## config.mk

```make
export PLATFORM = sky130hd
export DESIGN_NAME = wb_stage_flat
export DESIGN_NICKNAME = d
export VERILOG_FILES = /design/src/rtl/wb_stage_if.sv /design/src/rtl/wb_stage.sv /design/src/flat_wrapper.sv
export SDC_FILE = /design/constraint.sdc
export NUM_CORES = 1
export LEC_CHECK = 0
export CORE_ASPECT_RATIO = 1.75
export CORE_MARGIN = 3
export CORE_UTILIZATION = 48
export CTS_CLUSTER_SIZE = 16
export DETAILED_ROUTE_END_ITERATION = 10
export PLACE_DENSITY = 0.88
export SLEW_MARGIN = 20
export SYNTH_ARGS = -nofsm -noshare
export SYNTH_HDL_FRONTEND = slang
export SYNTH_SLANG_ARGS = --single-unit
```

## constraint.sdc

```tcl
create_clock -name clk -period 5.9 [get_ports clk]
set_clock_uncertainty 0.05 [all_clocks]
set_input_delay 0.59 -clock clk [delete_from_list [all_inputs] [get_ports clk]]
set_output_delay 0.59 -clock clk [all_outputs]
set_load 0.005 [all_outputs]
```

## src/rtl/wb_stage_if.sv

```systemverilog
// rtl/wb_stage_if.sv - MEM-stage result bundle and register-file write port of the writeback stage
interface wb_stage_if #(
  parameter int XLEN = 32
);
  logic            m_valid;
  logic            m_reg_write;
  logic [4:0]      m_rd;
  logic [1:0]      m_wb_sel;
  logic [2:0]      m_funct3;
  logic [XLEN-1:0] m_alu_result;
  logic [XLEN-1:0] m_load_data;
  logic [XLEN-1:0] m_pc_plus4;

  logic            we3;
  logic [4:0]      ad3;
  logic [XLEN-1:0] wd3;

  modport slave (
    input  m_valid, m_reg_write, m_rd, m_wb_sel, m_funct3,
           m_alu_result, m_load_data, m_pc_plus4,
    output we3, ad3, wd3
  );

  modport master (
    output m_valid, m_reg_write, m_rd, m_wb_sel, m_funct3,
           m_alu_result, m_load_data, m_pc_plus4,
    input  we3, ad3, wd3
  );
endinterface

```

## src/rtl/wb_stage.sv

```systemverilog
// rtl/wb_stage.sv - MEM/WB pipeline register, load alignment, writeback select and retire counter
module wb_stage #(
  parameter int XLEN      = 32,
  parameter int INSTRET_W = 64
) (
  input  logic                 clk,
  input  logic                 rst,
  input  logic                 stall,
  input  logic                 flush,
  wb_stage_if.slave            wb,
  output logic                 load_misaligned,
  output logic [INSTRET_W-1:0] instret
);

  typedef enum logic [1:0] {
    WB_ALU  = 2'b00,
    WB_LOAD = 2'b01,
    WB_LINK = 2'b10,
    WB_RSVD = 2'b11
  } wb_sel_e;

  typedef enum logic [2:0] {
    F3_LB  = 3'b000,
    F3_LH  = 3'b001,
    F3_LW  = 3'b010,
    F3_LBU = 3'b100,
    F3_LHU = 3'b101
  } load_f3_e;

  logic                 valid_q,      valid_d;
  logic                 reg_write_q,  reg_write_d;
  logic [4:0]           rd_q,         rd_d;
  logic                 misaligned_q, misaligned_d;
  logic [XLEN-1:0]      wdata_q,      wdata_d;
  logic [INSTRET_W-1:0] instret_q,    instret_d;

  logic [1:0]      off;
  logic [XLEN-1:0] shifted;
  logic [7:0]      ld_byte;
  logic [15:0]     ld_half;
  logic [XLEN-1:0] load_val;
  logic            load_mis;
  logic            retire;

  // Byte lane selection; the half lane only depends on off[1] since odd halves fault.
  always_comb begin
    off     = wb.m_alu_result[1:0];
    shifted = wb.m_load_data >> {off, 3'b000};
    ld_byte = shifted[7:0];
    ld_half = off[1] ? wb.m_load_data[31:16] : wb.m_load_data[15:0];
  end

  always_comb begin
    load_val = '0;
    load_mis = 1'b0;
    case (wb.m_funct3)
      F3_LB:   load_val = {{(XLEN-8){ld_byte[7]}}, ld_byte};
      F3_LBU:  load_val = {{(XLEN-8){1'b0}}, ld_byte};
      F3_LH: begin
        load_val = {{(XLEN-16){ld_half[15]}}, ld_half};
        load_mis = off[0];
      end
      F3_LHU: begin
        load_val = {{(XLEN-16){1'b0}}, ld_half};
        load_mis = off[0];
      end
      F3_LW: begin
        load_val = wb.m_load_data;
        load_mis = (off != 2'b00);
      end
      default: load_mis = 1'b1;
    endcase
  end

  always_comb begin
    valid_d      = wb.m_valid;
    reg_write_d  = wb.m_reg_write;
    rd_d         = wb.m_rd;
    misaligned_d = 1'b0;
    wdata_d      = wb.m_alu_result;
    case (wb_sel_e'(wb.m_wb_sel))
      WB_LOAD: begin
        misaligned_d = load_mis;
        wdata_d      = load_mis ? '0 : load_val;
      end
      WB_LINK: wdata_d = wb.m_pc_plus4;
      WB_ALU,
      WB_RSVD: wdata_d = wb.m_alu_result;
      default: wdata_d = wb.m_alu_result;
    endcase
  end

  // A flush-driven exit still retires the outgoing entry even while stalled.
  always_comb begin
    retire    = valid_q & ~misaligned_q & (~stall | flush);
    instret_d = retire ? instret_q + 1'b1 : instret_q;
  end

  always_ff @(posedge clk) begin
    if (!rst) begin
      valid_q      <= 1'b0;
      reg_write_q  <= 1'b0;
      rd_q         <= '0;
      misaligned_q <= 1'b0;
      wdata_q      <= '0;
      instret_q    <= '0;
    end else begin
      instret_q <= instret_d;
      if (flush) begin
        valid_q      <= 1'b0;
        reg_write_q  <= 1'b0;
        rd_q         <= '0;
        misaligned_q <= 1'b0;
        wdata_q      <= '0;
      end else if (!stall) begin
        valid_q      <= valid_d;
        reg_write_q  <= reg_write_d;
        rd_q         <= rd_d;
        misaligned_q <= misaligned_d;
        wdata_q      <= wdata_d;
      end
    end
  end

  assign wb.we3          = valid_q & reg_write_q & (rd_q != 5'd0) & ~misaligned_q;
  assign wb.ad3          = rd_q;
  assign wb.wd3          = wdata_q;
  assign load_misaligned = valid_q & misaligned_q;
  assign instret         = instret_q;

endmodule

```

## src/flat_wrapper.sv

```systemverilog
// flat-port wrapper written by rule: the top's interface ports become plain ports
module wb_stage_flat 
#(
  parameter int XLEN      = 32,
  parameter int INSTRET_W = 64
)
  (clk, rst, stall, flush, load_misaligned, instret, wb_m_valid, wb_m_reg_write, wb_m_rd, wb_m_wb_sel, wb_m_funct3, wb_m_alu_result, wb_m_load_data, wb_m_pc_plus4, wb_we3, wb_ad3, wb_wd3);
  wb_stage_if #(.XLEN(XLEN)) wb_i ();
  input  logic clk;
  input  logic rst;
  input  logic stall;
  input  logic flush;
  output logic load_misaligned;
  output logic [INSTRET_W-1:0] instret;
  input wire logic [$bits(wb_i.m_valid)-1:0] wb_m_valid;
  input wire logic [$bits(wb_i.m_reg_write)-1:0] wb_m_reg_write;
  input wire logic [$bits(wb_i.m_rd)-1:0] wb_m_rd;
  input wire logic [$bits(wb_i.m_wb_sel)-1:0] wb_m_wb_sel;
  input wire logic [$bits(wb_i.m_funct3)-1:0] wb_m_funct3;
  input wire logic [$bits(wb_i.m_alu_result)-1:0] wb_m_alu_result;
  input wire logic [$bits(wb_i.m_load_data)-1:0] wb_m_load_data;
  input wire logic [$bits(wb_i.m_pc_plus4)-1:0] wb_m_pc_plus4;
  output wire logic [$bits(wb_i.we3)-1:0] wb_we3;
  output wire logic [$bits(wb_i.ad3)-1:0] wb_ad3;
  output wire logic [$bits(wb_i.wd3)-1:0] wb_wd3;
  assign wb_i.m_valid = wb_m_valid;
  assign wb_i.m_reg_write = wb_m_reg_write;
  assign wb_i.m_rd = wb_m_rd;
  assign wb_i.m_wb_sel = wb_m_wb_sel;
  assign wb_i.m_funct3 = wb_m_funct3;
  assign wb_i.m_alu_result = wb_m_alu_result;
  assign wb_i.m_load_data = wb_m_load_data;
  assign wb_i.m_pc_plus4 = wb_m_pc_plus4;
  assign wb_we3 = wb_i.we3;
  assign wb_ad3 = wb_i.ad3;
  assign wb_wd3 = wb_i.wd3;
  wb_stage #(.XLEN(XLEN), .INSTRET_W(INSTRET_W)) u_core (.clk(clk), .rst(rst), .stall(stall), .flush(flush), .wb(wb_i), .load_misaligned(load_misaligned), .instret(instret));
endmodule
```

==> flow_summary.yaml <==
status:
  status: "complete, no violations"
setup_path:
  crit_slowest_cell: "nand3_1"
  crit_chain: "buf_2 -> buf_4 -> nor2b_1 -> nor4_4 -> nand3_1 -> or4_1 -> a21oi_1"
  worstPathArrival_ns: 3.53
  slowest_delay_ns: 0.79
  crit_buf_inv: 2
  critPathTopFamily: "simple AND/OR/NAND/NOR gates"
  cp.required_ns: 6.12
  worstSetupStartpointType: "input pin"
  worstSetupPathType: "in2reg"
  cp-end-kind: "flip-flop"
  crit_path_max_fanout: 62
timing:
  setup_violations: 0
  clock.fmax_mhz: 303
  worst_slew_pin_slew_ns: 1.20
  final_hold_viol_count: 0
  slew_violations: 0
  min_period_ns: 3.30
  fin_crit_sh: 0.560
  setup_tns_ns: 0
  slew_headroom: 0.195
  rsz0062_at_grt: "false"
logic_synthesis:
  ys_seq_area_frac: 0.362
  synthArstFlopShare: 0
  yosysWarnings: 0
  avgSynthCellArea_um2: 8.10
  syn-num-nets: 827
  synth_cells: 711
  yosysUniqueCellTypes: 53
  synthesis.area_um2: 5760
  synth-seq-cells: 104
  synth_edf_count: 0
  synth_flop_cell: "dfxtp_1"
die:
  ios: 215
  die_h_um: 151
  dieWidth_um: 88.8
  rows: 52
  core_area_um2: 11600
  die-area_um2: 13400
  initial_core_util: 0.495
placement:
  port_buffers: 214
  dpl.hpwl_um: 15600
  gp_congestion: 1.06
global_route:
  grt_antenna_before_repair: 0
  grt_pass1_vias: 6129
  grt_pass1_wl_um: 30900
  groute.usage.overall: 0.299
  overflow: 0
  grt_max_degree: 63
clock_tree:
  post_cts_buffers: 0
  cts_root_buf: "clkbuf_16"
  worst_skew_pair.late_latency_ns: 0.35
  clock_path_buffers: 2
  clk_pin_slew_ns: 0.07
  cts_buffers: 9
  cts_sinks: 104
  htreeDepth: 3
  cts_tree: "yes"
  ctsResizeCount: 0
  hold_buffers: 0
detailed_routing:
  vias: 6397
  drt_iter0_markers: 320
  avgViaCountPerCell: 6.17
  drt_wl_total_um: 20100
  ant_nets: 0
  wl_per_cell_um: 19.4
  dr.pass1.iters: 5
  drc: 0
finish:
  drive_gt1_frac: 0.0443
  layout.nets: 1013
  areaGrowthSynthToFinish_pct: 42.9
  n_antenna_cell: 0
  fill_cells: 920
pwr:
  powerDensity_nw_per_um2: 191
  irDropWorstVdd_mv: 0.134
  p_int_mw: 1.17
  p_leak_nw: 2.71
  power_frac_clock: 0.394
  fin_total_pwr_mw: 1.58
  swShare: 0.255
  p_comb_frac: 0.150
  seq_power_share: 0.456
  switching_power_mw: 0.402
job:
  drv_cap: 0
worst_hold_path:
  hp-class: "reg2reg"
final timing paths:
| kind | from | end | slack, ns | cells past startpoint |
|---|---|---|---|---|
| max reg2reg | u_core.instret[5] | u_core.instret[54] | 2.77 | 5 |
| max | stall | u_core.instret[54] | 2.60 | 7 |
| min reg2reg | u_core.wb.wd3[21] | u_core.wb.wd3[21] | 0.42 | 2 |
| min | u_core.wb.wd3[21] | u_core.wb.wd3[21] | 0.42 | 2 |
cell type report:
class | count | area, µm² | area share
Tap cell | 135 | 169 | 0.0205
Timing Repair Buffer | 221 | 2190 | 0.266
Sequential cell | 104 | 2080 | 0.253
Multi-Input combinational cell | 523 | 3340 | 0.406
Clock buffer | 9 | 225 | 0.0274
Clock inverter | 7 | 78.8 | 0.00958
Inverter | 38 | 143 | 0.0173
routing by layer:
| layer | wire length [µm] | global-route usage | vias to the layer above |
|---|---|---|---|
| met3 | 1350 | 0.0697 | 65 |
| met5 | 0 | 0 | - |
| li1 | - | - | 3042 |
| met4 | 996 | 0.160 | 0 |
| met1 | 6760 | 0.294 | 2992 |
| met2 | 11000 | 0.555 | 298 |
layout by cell type (no fill, tap or decap), types with 3 or more instances in the layout:
| cell | netlist | layout |
|---|---|---|
| o31ai_1 | 24 | 24 |
| inv_1 | 37 | 37 |
| nor2_1 | 86 | 86 |
| and2_1 | 20 | 20 |
| a22o_1 | 10 | 10 |
| ha_1 | 4 | 3 |
| buf_4 | 0 | 7 |
| a222oi_1 | 5 | 5 |
| xor2_1 | 13 | 13 |
| o21a_1 | 6 | 6 |
| nor4_1 | 5 | 5 |
| nand2b_1 | 5 | 5 |
| a311oi_1 | 3 | 3 |
| nor3_1 | 10 | 10 |
| or4_1 | 25 | 25 |
| a22oi_1 | 32 | 32 |
| nand3_1 | 20 | 20 |
| clkbuf_16 | 0 | 9 |
| a21oi_1 | 51 | 51 |
| and4_1 | 7 | 7 |
| clkdlybuf4s50_1 | 0 | 213 |
| xnor2_1 | 5 | 5 |
| and3_1 | 8 | 8 |
| mux2i_1 | 9 | 9 |
| a2111oi_0 | 3 | 3 |
| nand4_1 | 23 | 23 |
| nor4_4 | 3 | 3 |
| nand2_1 | 30 | 30 |
| o21ai_0 | 41 | 41 |
| dfxtp_1 | 104 | 104 |
| or3_1 | 17 | 17 |
| a221oi_1 | 30 | 30 |
worst reg2reg max path, cell delays in order (launching register included):
cell and delay, ns:
dfxtp_1 0.45, nand4_1 0.28, nor3_2 0.48, nand3_1 0.85, or4_1 0.79, a21oi_1 0.16
cell usage after synthesis, types with 5 or more instances:
cell,count,area share
a21oi_1,51,0.044
a221oi_1,30,0.046
a222oi_1,5,0.0087
a22o_1,10,0.015
a22oi_1,32,0.042
and2_1,20,0.022
and3_1,8,0.0087
and4_1,7,0.011
clkbuf_1,37,0.024
dfxtp_1,104,0.36
inv_1,37,0.024
mux2i_1,9,0.016
nand2_1,30,0.020
nand2b_1,5,0.0054
nand3_1,20,0.017
nand4_1,23,0.025
nor2_1,86,0.056
nor3_1,10,0.0087
nor4_1,5,0.0054
o21a_1,6,0.0078
o21ai_0,41,0.036
o31ai_1,24,0.031
or3_1,17,0.018
or4_1,25,0.033
xnor2_1,5,0.0076
xor2_1,13,0.020
registers in the layout, summed over array words and instances, names as in the netlist:
signal and flops:
u_core.instret 64, u_core.misaligned_q 1, u_core.reg_write_q 1, u_core.valid_q 1, u_core.wb.ad3 5, u_core.wb.wd3 32
cells by family after synthesis:
| group | Yosys count | share of synthesized area |
|---|---|---|
| simple gates | 277 | 0.269 |
| compound gates | 213 | 0.251 |
| flops | 104 | 0.362 |
| buf+inv | 84 | 0.0582 |
| xor+xnor | 18 | 0.0274 |
| mux | 11 | 0.0235 |
| fa+ha+maj | 4 | 0.00869 |
power groups by stage:
stage / combinational [mW] / sequential, mW / clock (mW)
floorplan: 0.101 / 0.735 / 0
global placement: 0.231 / 0.734 / 0
detailed placement: 0.233 / 0.735 / 0
CTS: 0.234 / 0.718 / 0.628
global route: 0.253 / 0.719 / 0.655
finish: 0.236 / 0.718 / 0.621
stage by stage:
stage	setup slack, ns	hold WS [ns]	utilization	instance area [µm²]	std cells
floorplan	3.43	0.394	-	5760	711
global placement	2.39	0.407	0.680	7930	1021
detailed placement	2.29	0.413	0.680	7930	1021
CTS	2.65	0.421	0.707	8230	1037
global route	2.35	0.444	0.707	8230	1037
finish	2.60	0.421	0.707	8230	1037
No activity file was read; power rests on OpenSTA's default activity.
==> variant 1: new RTL, same settings <==
`INSTRET_W` is set to 64 in 2 places; all go to 128.
--- a/src/rtl/wb_stage.sv
+++ b/src/rtl/wb_stage.sv
@@ -1,7 +1,7 @@
 // rtl/wb_stage.sv - MEM/WB pipeline register, load alignment, writeback select and retire counter
 module wb_stage #(
   parameter int XLEN      = 32,
-  parameter int INSTRET_W = 64
+  parameter int INSTRET_W = 128
 ) (
   input  logic                 clk,
   input  logic                 rst,
--- a/src/flat_wrapper.sv
+++ b/src/flat_wrapper.sv
@@ -2,7 +2,7 @@
 module wb_stage_flat 
 #(
   parameter int XLEN      = 32,
-  parameter int INSTRET_W = 64
+  parameter int INSTRET_W = 128
 )
   (clk, rst, stall, flush, load_misaligned, instret, wb_m_valid, wb_m_reg_write, wb_m_rd, wb_m_wb_sel, wb_m_funct3, wb_m_alu_result, wb_m_load_data, wb_m_pc_plus4, wb_we3, wb_ad3, wb_wd3);
   wb_stage_if #(.XLEN(XLEN)) wb_i ();
Ports: changed (resized instret); port bits go from 215 to 279. No check against the original RTL was run, so the function may have changed too.
==> variant 1 against the original RTL <==
Sequential cell count up 64; area after synthesis up 64%; wire length up 91%; cell area up 58%; core utilization down 3.3 points; worst setup slack worse by 0.19 ns; power up 68%; cell count up 65%.
==> variant 1: results (changes against the original RTL) <==
Drt
  • M1 wire length: 12200 µm (was 6760 µm)
  • WL met2: 19600 µm (was 11000 µm)
  • DR pass1 iterations: 7 (was 5)
  • WL final: 38500 µm (was 20100 µm)
  • Via count: 10.7k (was 6397)
  • 1st-iter DRT viols: 1103 (was 320)

Place
  • Post-placement setup slack: 2.11 ns (was 2.29 ns)
  • Post-DP HPWL: 29700 µm (was 15600 µm)
  • Routability cong.: 0.975 (was 1.06)
  • IO buf count: 278 (was 214)
  • Placed cell areas: 0.0123 mm² (was 0.00793 mm²)

Worst hold path
  • Worst Hold End: u_core.instret[127]$_SDFFE_PN0P_ (was u_core.wb.wd3[21]$_SDFFE_PP0N_)
  • Hold Startpoint: u_core.instret[127]$_SDFFE_PN0P_ (was u_core.wb.wd3[21]$_SDFFE_PP0N_)
  • Hold path cells: 2 (unchanged)

Global routing
  • GRT met2 Usage: 63.9% (was 55.5%)
  • Largest net degree at the start of global routing: 108 (was 63)
  • First-pass GRT wire length: 58400 µm (was 30900 µm)
  • M3 GR Usage: 7.86% (was 6.97%)
  • Met1 usage: 33.5% (was 29.4%)
  • Total GRT Usage: 35.1% (was 29.9%)

Setup path
  • Worst R2R Start: u_core.instret[27]$_SDFFE_PN0P_ (was u_core.instret[5]$_SDFFE_PN0P_)
  • Critical Path End: u_core.instret[109]$_SDFFE_PN0P_ (was u_core.instret[54]$_SDFFE_PN0P_)
  • Crit Path Category: flop to flop (was primary input to flop)
  • CP arrival: 3.77 ns (was 3.53 ns)

Yosys
  • Post-synthesis mux area share: 2.86% (was 2.35%)
  • Post-synthesis xor/xnor area fraction: 8.07% (was 2.74%)
  • Sequential fraction of the synthesis area: 35.6% (was 36.2%)
  • Compound-cell area share of the yosys netlist: 10.0% (was 25.1%)
  • Syn Nets: 1334 (was 827)
  • Post-Synth Adder-Cell Area: 0.530% (was 0.869%)
  • Synth top cells by count: dfxtp_1, nor2_1, nand2_1 (was dfxtp_1, nor2_1, a21oi_1)
  • Leading post-synthesis cells by cell area: dfxtp_1, nor2_1, xnor2_1 (was dfxtp_1, nor2_1, a221oi_1)
  • Synth cell types: 55 (was 53)

CTS
  • Clock H-tree levels: 4 (was 3)
  • Clk_lat worst skew: 0.44 ns (was 0.35 ns)
  • Total CTS buffers: 17 (was 9)
  • CTS root buffer: clkbuf_16 (unchanged)

Final layout
  • Fraction of area in multi-input gates: 44.4% (was 40.6%)
  • Clock buf/inv share: 4.99% (was 3.69%)
  • Share of cells above drive strength 1: 4.96% (was 4.43%)
  • Multi-input combinational cell count: 970 (was 523)
  • Fin nets: 1576 (was 1013)
  • Layout Utilization: 67.3% (was 70.7%)
  • Non-clock buffer count: 285 (was 221)
  • Non-CTS inverters: 18 (was 38)

Power
  • Cell internal pwr: 2.03 mW (was 1.17 mW)
  • Leakage: 4.16 nW (was 2.71 nW)
  • Peak supply drop: 205 µV (was 134 µV)

Run status
  • Outcome: complete, no violations (unchanged)

STA
  • Actual slew at the worst max-slew pin: 1.09 ns (was 1.20 ns)
  • Setup slack after layout: 2.41 ns (was 2.60 ns)

Floorplan
  • Die width: 112 µm (was 88.8 µm)
## variant 1: cell count changes in the layout (fill, tap and decap cells not counted), moves of 59 or more
cell             before  now
nand2_1              30   98
xnor2_1               5   64
dfxtp_1             104  168
nor2_1               86  160
nor3_1               10   95
clkdlybuf4s50_1     213  277
## variant 1: power groups by stage
stage | Sequential, mW | Combinational [mW] | Clock, mW
detailed placement | 1.18 | 0.255 | 0
global placement | 1.18 | 0.253 | 0
global route | 1.15 | 0.276 | 1.29
CTS | 1.15 | 0.256 | 1.24
finish | 1.15 | 0.258 | 1.23
floorplan | 1.18 | 0.118 | 0
## variant 1: tightest hold or removal path, stage by stage, from the launching register on
cell	delay (ns)
dfxtp_1	0.32
nand2_1	0.06
mux2i_1	0.05
## variant 1: per-stage QoR
step | hold slack, ns | std cells
6_report | 0.424 | 1714
5_1_grt | 0.458 | 1714
4_1_cts | 0.429 | 1714
3_5_place_dp | 0.418 | 1682
3_3_place_gp | 0.407 | 1682
2_1_floorplan | 0.405 | 1218
==> variant 2: new RTL, same flow settings <==
Without the edit above. Reset style: asynchronous (`rst`), changed in one clocked block.
--- a/src/rtl/wb_stage.sv
+++ b/src/rtl/wb_stage.sv
@@ -96,7 +96,7 @@
     instret_d = retire ? instret_q + 1'b1 : instret_q;
   end
 
-  always_ff @(posedge clk) begin
+  always_ff @(posedge clk or negedge rst) begin
     if (!rst) begin
       valid_q      <= 1'b0;
       reg_write_q  <= 1'b0;
Formal check against the unedited RTL: differs if rst is asserted again (counterexample within 4 cycles, from zero or initial values and one cycle with rst low); with rst held inactive, the same outputs for 10 cycles.
==> variant 2 against the original RTL <==
Sequential cell count did not move; non-clock buffer count fell by 2; cell count fell by 16%; sequential share of layout area up 6.7 points; worst setup slack improved by 0.25 ns; wire length decreased by 8.5%; area after synthesis shrank 2.7%; cell area shrank 1.3%; count of clock-buffer cells in the layout is 1 higher; power up 9.6%; largest cell class unchanged; largest power group unchanged.
==> variant 2: results (changes against the original RTL) <==
Run status
  • Outcome: complete, no violations (unchanged)

Final layout
  • Fin nets: 849 (was 1013)
  • Share of cells above drive strength 1: 6.78% (was 4.43%)
  • Fillers: 826 (was 920)

Global routing
  • Total GRT Usage: 28.5% (was 29.9%)
  • First-pass GRT wire length: 29000 µm (was 30900 µm)
  • Largest net degree at the start of global routing: 84 (was 63)
  • Vias in the first global route: 5698 (was 6129)

Setup path
  • Critical Path End: u_core.wb.wd3[19]$_DFFE_PN0P_ (was u_core.instret[54]$_SDFFE_PN0P_)
  • CP arrival: 3.23 ns (was 3.53 ns)
  • FF-to-FF setup slack: 3.02 ns (was 2.77 ns)
  • Critical path origin: wb_m_alu_result[1] (was stall)
  • CP delay by family, top: compound AO/OA/AOI/OAI gates (was simple AND/OR/NAND/NOR gates)
  • CP max-delay cell: clkdlybuf4s50_1 (was nand3_1)
  • R2r endpoint: u_core.instret[59]$_DFFE_PN0P_ (was u_core.instret[54]$_SDFFE_PN0P_)
  • Largest stage delay, worst path: 0.87 ns (was 0.79 ns)
  • Critical path peak fanout: 16 (was 62)

Yosys
  • Compound-cell area share of the yosys netlist: 16.1% (was 25.1%)
  • Post-Synth Adder-Cell Area: 0.893% (was 0.869%)
  • Syn Nets: 654 (was 827)
  • Post-synthesis async set-or-reset flop share: 100% (was 0%)
  • Post-synthesis mux area share: 3.44% (was 2.35%)
  • Leading post-synthesis cells by cell area: dfrtp_1, xor2_1, xnor2_1 (was dfxtp_1, nor2_1, a221oi_1)
  • Post-Syn Instances: 538 (was 711)
  • Synth top cells by count: dfrtp_1, nand2_1, nor2_1 (was dfxtp_1, nor2_1, a21oi_1)
  • Sequential fraction of the synthesis area: 46.4% (was 36.2%)

STA
  • Setup slack after layout: 2.85 ns (was 2.60 ns)
  • Max_slew headroom: 43.4% (was 19.5%)
  • Fin Hold WS: 0.0795 ns (was 0.421 ns)

Drt
  • DR pass1 iterations: 7 (was 5)
  • Via count: 5415 (was 6397)
  • Wirelength per Cell: 21.2 µm (was 19.4 µm)
  • 1st-iter DRT viols: 259 (was 320)
  • Vias per std cell: 6.22 (was 6.17)

Place
  • Post-DP HPWL: 14300 µm (was 15600 µm)
  • Post-placement setup slack: 2.48 ns (was 2.29 ns)
  • Routability cong.: 0.932 (was 1.06)
  • Placed cell areas: 0.00781 mm² (was 0.00793 mm²)

Power
  • Sw power: 480 µW (was 402 µW)
  • Power in combinational cells: 341 µW (was 236 µW)
  • Leakage: 3.42 nW (was 2.71 nW)
  • Clk network pwr share: 34.5% (was 39.4%)
  • Peak supply drop: 135 µV (was 134 µV)
  • Clk power: 595 µW (was 621 µW)

Worst hold path
  • Hold Crit Class: primary input to async pin (was flop to flop)
==> variant 2: changes by cell type after synthesis, moves of 24 or more <==
cell,before,now
inv_1,37,9
dfrtp_1,0,104
o31ai_1,24,0
xnor2_1,5,29
a21oi_1,51,2
a22oi_1,32,0
nor2_1,86,36
o21ai_0,41,16
dfxtp_1,104,0
==> variant 2: layout make-up <==
| type | instances | area (µm²) | share of cell area [%] |
|---|---|---|---|
| multi-input cells | 390 | 2840 | 35.0 |
| well taps | 132 | 165 | 2.03 |
| flip-flops and latches | 104 | 2600 | 32.0 |
| clock inverters | 6 | 61.3 | 0.755 |
| inverters | 9 | 33.8 | 0.416 |
| repair buffers | 219 | 2180 | 26.8 |
| clock buffers | 10 | 239 | 2.94 |
==> variant 2: layer usage <==
metal  global-route usage (%)  wire length [µm]  vias to the layer above  share of wire [%]
met5                        0                 0                        -                  0
met4                     14.4               854                        0                4.6
met3                     6.41              1360                       54                7.4
met2                     51.0              9870                      295                 54
met1                     30.7              6330                     2635                 34
li1                         -                 -                     2431                  -
